**config.mk**
```make
export PLATFORM = sky130hd
export DESIGN_NAME = buy_success_actuator
export DESIGN_NICKNAME = d
export VERILOG_FILES = /design/src/rtl/buy_success_actuator.sv
export SDC_FILE = /design/constraint.sdc
export NUM_CORES = 1
export LEC_CHECK = 0
export CORE_MARGIN = 2
export CORE_UTILIZATION = 50
export DETAILED_ROUTE_END_ITERATION = 8
export PLACE_DENSITY = 0.7
export SYNTH_ARGS = -nofsm -noshare
export SYNTH_HDL_FRONTEND = slang
export SYNTH_SLANG_ARGS = --single-unit
```
**constraint.sdc**
```tcl
create_clock -name clk -period 3.35 [get_ports clk]
set_clock_uncertainty 0.2 [all_clocks]
set_input_delay 0.8375 -clock clk [delete_from_list [all_inputs] [get_ports clk]]
set_output_delay 0.8375 -clock clk [all_outputs]
set_load 0.01 [all_outputs]
```
**src/rtl/buy_success_actuator.sv**
```systemverilog
// Dispense/blink sequencer driven by the software "buy success" PIO bit.
// Optional piezo tone during LED-on phases when BUY_SUCCESS_BUZZER_EN is defined.
module buy_success_actuator #(
  parameter int DISPENSE_CYCLES   = 50000000,
  parameter int BLINK_HALF_CYCLES = 12500000,
  parameter int BLINK_COUNT       = 3,
  parameter int CNT_W             = 32
`ifdef BUY_SUCCESS_BUZZER_EN
  ,
  parameter int TONE_HALF_CYCLES  = 25000
`endif
) (
  input  logic        clk,
  input  logic        reset_n,
  input  logic        buy_success,
  input  logic        abort,
  output logic        dispense,
  output logic        led,
  output logic        busy,
  output logic        done,
  output logic [15:0] vend_count
`ifdef BUY_SUCCESS_BUZZER_EN
  ,
  output logic        buzzer
`endif
);

  localparam logic [CNT_W-1:0] DISP_LAST = CNT_W'(DISPENSE_CYCLES - 1);
  localparam logic [CNT_W-1:0] HALF_LAST = CNT_W'(BLINK_HALF_CYCLES - 1);
  localparam int BLINK_W = $clog2(BLINK_COUNT + 2);
  localparam logic [BLINK_W-1:0] BLINK_TGT = BLINK_W'(BLINK_COUNT);

  typedef enum logic [2:0] {
    S_IDLE, S_DISPENSE, S_BLINK_ON, S_BLINK_OFF, S_WAIT_CLR
  } state_t;

  state_t             state, state_d;
  logic [CNT_W-1:0]   timer, timer_d;
  logic [BLINK_W-1:0] blink_cnt, blink_cnt_d, blink_inc;
  logic               normal_end;
  logic               dispense_d, led_d, busy_d;

  assign blink_inc = blink_cnt + 1'b1;

  always_ff @(posedge clk or negedge reset_n) begin
    if (!reset_n) begin
      state     <= S_IDLE;
      timer     <= '0;
      blink_cnt <= '0;
    end else begin
      state     <= state_d;
      timer     <= timer_d;
      blink_cnt <= blink_cnt_d;
    end
  end

  // Abort is only looked at once a vend is in progress, so a start in IDLE always wins.
  always_comb begin
    state_d    = state;
    normal_end = 1'b0;
    unique case (state)
      S_IDLE: if (buy_success) state_d = S_DISPENSE;
      S_DISPENSE: begin
        if (abort) state_d = S_WAIT_CLR;
        else if (timer == DISP_LAST) begin
          if (BLINK_COUNT > 0) state_d = S_BLINK_ON;
          else begin
            state_d    = S_WAIT_CLR;
            normal_end = 1'b1;
          end
        end
      end
      S_BLINK_ON: begin
        if (abort) state_d = S_WAIT_CLR;
        else if (timer == HALF_LAST) state_d = S_BLINK_OFF;
      end
      S_BLINK_OFF: begin
        if (abort) state_d = S_WAIT_CLR;
        else if (timer == HALF_LAST) begin
          if (blink_inc < BLINK_TGT) state_d = S_BLINK_ON;
          else begin
            state_d    = S_WAIT_CLR;
            normal_end = 1'b1;
          end
        end
      end
      S_WAIT_CLR: if (!abort && !buy_success) state_d = S_IDLE;
      default: state_d = S_IDLE;
    endcase
  end

  always_comb begin
    timer_d     = '0;
    blink_cnt_d = '0;
    if (state_d == state &&
        (state == S_DISPENSE || state == S_BLINK_ON || state == S_BLINK_OFF))
      timer_d = timer + 1'b1;
    // Blink tally survives ON/OFF alternation and is cleared everywhere else.
    if (state_d == S_BLINK_ON || state_d == S_BLINK_OFF)
      blink_cnt_d = (state == S_BLINK_OFF && state_d == S_BLINK_ON) ? blink_inc : blink_cnt;
    dispense_d = (state_d == S_DISPENSE);
    led_d      = (state_d == S_BLINK_ON);
    busy_d     = (state_d != S_IDLE);
  end

  always_ff @(posedge clk or negedge reset_n) begin
    if (!reset_n) begin
      dispense   <= 1'b0;
      led        <= 1'b0;
      busy       <= 1'b0;
      done       <= 1'b0;
      vend_count <= '0;
    end else begin
      dispense <= dispense_d;
      led      <= led_d;
      busy     <= busy_d;
      done     <= normal_end;
      if (normal_end) vend_count <= vend_count + 16'd1;
    end
  end

`ifdef BUY_SUCCESS_BUZZER_EN
  localparam logic [CNT_W-1:0] TONE_LAST = CNT_W'(TONE_HALF_CYCLES - 1);
  logic [CNT_W-1:0] tone_cnt;

  // Tone runs only while staying in BLINK_ON; entry or exit silences and restarts it.
  always_ff @(posedge clk or negedge reset_n) begin
    if (!reset_n) begin
      tone_cnt <= '0;
      buzzer   <= 1'b0;
    end else if (state_d != S_BLINK_ON || state != S_BLINK_ON) begin
      tone_cnt <= '0;
      buzzer   <= 1'b0;
    end else if (tone_cnt == TONE_LAST) begin
      tone_cnt <= '0;
      buzzer   <= ~buzzer;
    end else begin
      tone_cnt <= tone_cnt + 1'b1;
    end
  end
`endif

endmodule
```
* Word level (Yosys, flattened, before mapping)
Cells that the tools add are included.
Operators by class: add/sub/neg operators 3, $lt $le $gt $ge 1, eq/ne operators 11, muxes and demuxes 17, reductions and logical operators 10
Operator list (number):
- 2-to-1 mux 3 bit | 11
- adder 32 x 1 -> 32 bit (second input constant) | 1
- == test 32 x 24 -> 1 bit (second input constant) | 1
- == test 32 x 26 -> 1 bit (second input constant) | 1
- 2-to-1 mux 32 bit | 1
- adder 16 x 1 -> 16 bit (second input constant) | 1
- one-hot mux 3 bit (5 select lines) | 1
- == test 3 x 2 -> 1 bit (second input constant) | 4
- == test 3 x 1 -> 1 bit (second input constant) | 2
- 2-to-1 mux 1 bit | 4
- adder 3 x 1 -> 3 bit (second input constant) | 1
- == test 3 bit | 1
- == test 3 bit (second input constant) | 1
- logical AND 1 bit | 3
- zero test 3 bit | 1
- logical OR 1 bit | 3
- < comparator 3 x 2 -> 1 bit (second input constant) | 1
- nonzero test 3 bit | 1
- zero test 1 bit | 2
- inequality test 2 x 1 -> 1 bit (second input constant) | 1
Storage, ports and cells: flip-flop bits (word level) 58, input bits 4, output and inout port bits 20

* Depth between registers and ports, before layout
depth in word-level cells 10, gate-level depth with buffers 8, gate-level depth less buffers 7

* Worst setup path before layout
OpenSTA, ideal clock, no wires.
kind register to register, start point register timer[28], end point register busy, setup time 0.139 ns, arrival 2.072 ns, path slack 0.940 ns, cell stages (with the launch flop) 7, path buffers 0, period minus slack after synthesis 2.410 ns, path through dfrtp_1 -> or4_4 -> nor4_4 -> a31oi_2 -> nand2_2 -> inv_2 -> or4_1
On the way: longest elaborated chain between the ends 5, elaborated cells on any way between the ends 10, classes of those cells eq/ne (2); mux (7); reduce/logical (1)
Ends and longest elaborated chain:
- start, declared | line 38 | logic [CNT_W-1:0] timer, timer_d;
- start signal, assigned | line 52 | timer <= timer_d;
- == test 32 x 24 -> 1 bit or == test 32 x 26 -> 1 bit (tied branches) | line 75, 79, 65
- 2-to-1 mux 3 bit (on tied branches) | line 79, 65, 75
- 2-to-1 mux 3 bit (on tied branches) | line 78, 64, 74
- one-hot mux 3 bit (5 select lines) (*) | line 61 | unique case (state)
- named net state_d[1] | line 37 | state_t state, state_d;
- nonzero test 3 bit (*) | line 103 | busy_d = (state_d != S_IDLE);
- named net busy_d | line 41 | logic dispense_d, led_d, busy_d;
- end signal, assigned | line 116 | busy <= busy_d;
- end, declared | line 19 | output logic busy,
Mark *: on every way through the listed nets, which the timed path passes. The rest lies on a longest branch. A chain may end at the register's enable or synchronous reset.

* Worst setup path after layout
start point register timer[0], end point register timer[17]
On the way: longest elaborated chain between the ends 7, elaborated cells on any way between the ends 13, classes of those cells add/sub (1); eq/ne (3); mux (8); reduce/logical (1)
Ends and longest elaborated chain:
- == test 32 x 24 -> 1 bit or == test 32 x 26 -> 1 bit (tied branches) | line 75, 79, 65
- 2-to-1 mux 3 bit (on tied branches) | line 79, 65, 75
- 2-to-1 mux 3 bit (on tied branches) | line 78, 64, 74
- one-hot mux 3 bit (5 select lines) | line 61
- == test 3 bit | line 95 | if (state_d == state &&
- logical AND 1 bit | line 95
- 2-to-1 mux 32 bit (*) | line 95
- named net timer_d[17] | line 38
Marks and branches as above.

==> impl_metrics.env <==
export IMPL_synth_async_reset_ratio_pct=100
export IMPL_synth_area_per_cell_um2=9.99
export IMPL_cts_hold_buf=0
export IMPL_leakage_nw=1.48
export IMPL_viasPerCell=5.63
export IMPL_p_sw_mw=0.400
export IMPL_core_um2=5890
export IMPL_power_share_clock_pct=38.2
export IMPL_ir_worst_vdd_uv=326
export IMPL_hold_viol_final=0
export IMPL_grt_pass1_vias=2307
export IMPL_dp_slack_ns=0.605
export IMPL_nets=341
export IMPL_sequentialPowerShare_pct=51.1
export IMPL_crit_type="reg -> reg"
export IMPL_fillers=508
export IMPL_dr_pass1_iters=4
export IMPL_io_pins=24
export IMPL_fmax_mhz=373
export IMPL_holdCritPathClass="reg -> reg"
export IMPL_cts_resized=0
export IMPL_syn_inst=303
export IMPL_multi_input_area_um2=1500
export IMPL_place_congestion=0.867
export IMPL_clk_latency_ns=0.33
export IMPL_use_met2_pct=34.4
export IMPL_p_int_mw=1.06
export IMPL_comb_power_share_pct=10.7
export IMPL_holdWs_ns=0.281
export IMPL_totalWireLength_um=6330
export IMPL_drt_iter0_drc=111
export IMPL_drc=0
export IMPL_max_stage_delay_ns=0.42
export IMPL_cts_htree_levels=3
export IMPL_row_count=28
export IMPL_netSwitchingFraction_pct=27.3
export IMPL_path_buf_inv=2
export IMPL_synth_edf_count=0
export IMPL_die_y_um=81.8
export IMPL_crit_path_start_kind="register"
export IMPL_dieArea_um2=6690
export IMPL_critPathTopFamily="simple AND/OR/NAND/NOR gates"
export IMPL_slowest_stage="nor4_1"
export IMPL_grt_usage_pct=21.6
export IMPL_finalCritPeriodShare_pct=79.9
export IMPL_syn_nets=310
export IMPL_cp_common_cell="buf_4"
export IMPL_grt_pass1_wl_um=11000
export IMPL_dpl_instance_area_um2=3340
export IMPL_endpoint_kind="register"
export IMPL_top_usage_layer="met2"
export IMPL_finalInstanceArea_um2=3510
export IMPL_ys_seq_area_share_pct=48.0
export IMPL_grt_max_degree=35
export IMPL_yosysWarnings=0
export IMPL_period_needed_ns=2.68
export IMPL_cp_arrival_ns=2.67
export IMPL_antenna_found_initial=0
export IMPL_cp_required_ns=3.35
export IMPL_slew_viol_final=0
export IMPL_setup_tns_ns=0
export IMPL_io_buffers=23
export IMPL_drive_gt1_share_pct=10.0
export IMPL_ys_flop_type="dfrtp_1"
export IMPL_vias=2331
export IMPL_cts_tree="done"
export IMPL_setup_viol=0
export IMPL_max_slew_margin_pct=44.9
export IMPL_rsz0062_at_grt="false"
export IMPL_synth_area_um2=3030
export IMPL_crit_chain="ha_1 -> nand4_1 -> buf_4 -> nor4_1 -> a211oi_1 -> o21ai_2 -> buf_4 -> nor2_1"
export IMPL_wl_per_cell_um=15.3
export IMPL_ant_nets=0
export IMPL_dp_hpwl_um=4460
export IMPL_pwr_density_cell_nw_per_um2=417
export IMPL_die_w_um=81.8
export IMPL_n_antenna_cell=0
export IMPL_synth_seq_cells=58
export IMPL_syn2layout_area_growth_pct=16.0
export IMPL_maxCapViolCount=0
export IMPL_cts_root_buf="clkbuf_8"
export IMPL_cts_buffer_depth=2
export IMPL_overflow=0
export IMPL_yosysUniqueCellTypes=46
export IMPL_grt_met1_usage_pct=28.4
export IMPL_post_cts_buffers=0
export IMPL_crit_fanout=32
export IMPL_clk_pin_slew_ns=0.07
export IMPL_worst_pin_slew_ns=0.819
export IMPL_cts_sinks=58
export IMPL_outcome="finished, final reports clean"
export IMPL_initial_utilization_pct=51.4
export IMPL_fin_ws_ns=0.673
export IMPL_grt_util_met3_pct=4.40
export IMPL_seqCellArea_um2=1450
export IMPL_cts_buffers=9
-- worst reg2reg max path, cell delays in order (launching register included) --
cell and delay, ns:
dfrtp_1 0.39, ha_1 0.23, nand4_1 0.29, buf_4 0.27, nor4_1 0.42, a211oi_1 0.16, o21ai_2 0.13, buf_4 0.33
nor2_1 0.12
-- routing by layer --
metal,vias to the layer above,wire (um)
li1,1139,-
met1,1126,2950
met5,-,0
met2,60,3080
met3,6,231
met4,0,67
-- cell usage in the layout, fill, tap and decap left out, drive strengths merged, types with 4 or more instances in the layout --
| master | Yosys | final |
|---|---|---|
| dfrtp | 58 | 58 |
| nor2 | 40 | 40 |
| nand2 | 25 | 25 |
| xor2 | 23 | 23 |
| xnor2 | 22 | 22 |
| clkdlybuf4s50 | 0 | 22 |
| nand4 | 21 | 21 |
| nand3 | 16 | 16 |
| nor4 | 13 | 13 |
| inv | 11 | 11 |
| and3 | 10 | 10 |
| clkbuf | 1 | 10 |
| nor3 | 8 | 8 |
| and4 | 6 | 6 |
| and2 | 5 | 5 |
| clkinv | 0 | 5 |
| buf | 6 | 5 |
| or4 | 4 | 4 |
-- layout make-up --
class                           instances  area share [%]
Inverter                               11            1.18
Clock inverter                          6           0.927
Tap cell                               75            2.67
Sequential cell                        58            41.3
Multi-Input combinational cell        227            42.7
Clock buffer                           10            3.92
Timing Repair Buffer                   27            7.27
-- Yosys cell counts (3+ instances only) --
master    n  share of area (%)
xnor2_1  22                6.4
nand4_1  20                4.1
xor2_1   23                6.7
and2_1    5                1.0
nand3_1  16                2.6
and3_1   10                2.1
ha_1      3                1.2
a21oi_1   3               0.50
buf_2     4               0.66
or4_1     3               0.74
dfrtp_1  58                 48
nor2_1   40                5.0
nor4_1   10                2.1
nor3_1    8                1.3
nand2_1  24                3.0
and4_1    6                1.7
inv_1     9                1.1
-- power groups by stage --
| stage | Combinational [mW] | Clock [mW] | Sequential (mW) |
|---|---|---|---|
| floorplan | 0.0870 | 0 | 0.762 |
| global placement | 0.154 | 0 | 0.760 |
| detailed placement | 0.157 | 0 | 0.762 |
| CTS | 0.158 | 0.578 | 0.749 |
| global route | 0.177 | 0.614 | 0.752 |
| finish | 0.157 | 0.559 | 0.748 |
-- final timing paths --
check | start | endpoint | slack, ns | depth (start not counted)
max | timer[0]$_DFF_PN0_ | timer[17]$_DFF_PN0_ | 0.67 | 8
min | vend_count[15]$_DFFE_PN0P_ | vend_count[15]$_DFFE_PN0P_ | 0.28 | 1
max reg2reg | timer[0]$_DFF_PN0_ | timer[17]$_DFF_PN0_ | 0.67 | 8
min reg2reg | vend_count[15]$_DFFE_PN0P_ | vend_count[15]$_DFFE_PN0P_ | 0.28 | 1
max in group asynchronous | reset_n | timer[9]$_DFF_PN0_ | 1.89 | 2
min in group asynchronous | reset_n | blink_cnt[2]$_DFFE_PN0P_ | 0.36 | 1
-- sequential cells by signal, summed over array words and instances, names as in the netlist --
name and cells:
done 1, dispense 1, blink_cnt 3, timer 32
led 1, state 3, busy 1, vend_count 16
-- kinds of logic (layout without fill, tap and decap cells) --
family,count (synthesis),after routing,share of synthesized area (%)
XOR/XNOR,45,45,13.0
AND/OR/NAND/NOR,162,162,30.9
buffers and inverters,18,54,2.65
AO/OA/AOI/OAI,15,15,3.60
flip-flops,58,58,48.0
multiplexers,2,2,0.661
adder cells (fa/ha/maj),3,3,1.24
-- through the flow --
| step | utilization (%) | std cells | power [mW] |
|---|---|---|---|
| finish | 59.7 | 414 | 1.46 |
| global route | 59.7 | 414 | 1.54 |
| CTS | 59.7 | 414 | 1.48 |
| detailed placement | 56.8 | 398 | 0.919 |
| global placement | 56.8 | 398 | 0.913 |
| floorplan | - | 303 | 0.849 |
Note: power is estimated with default switching activity, not from simulation.
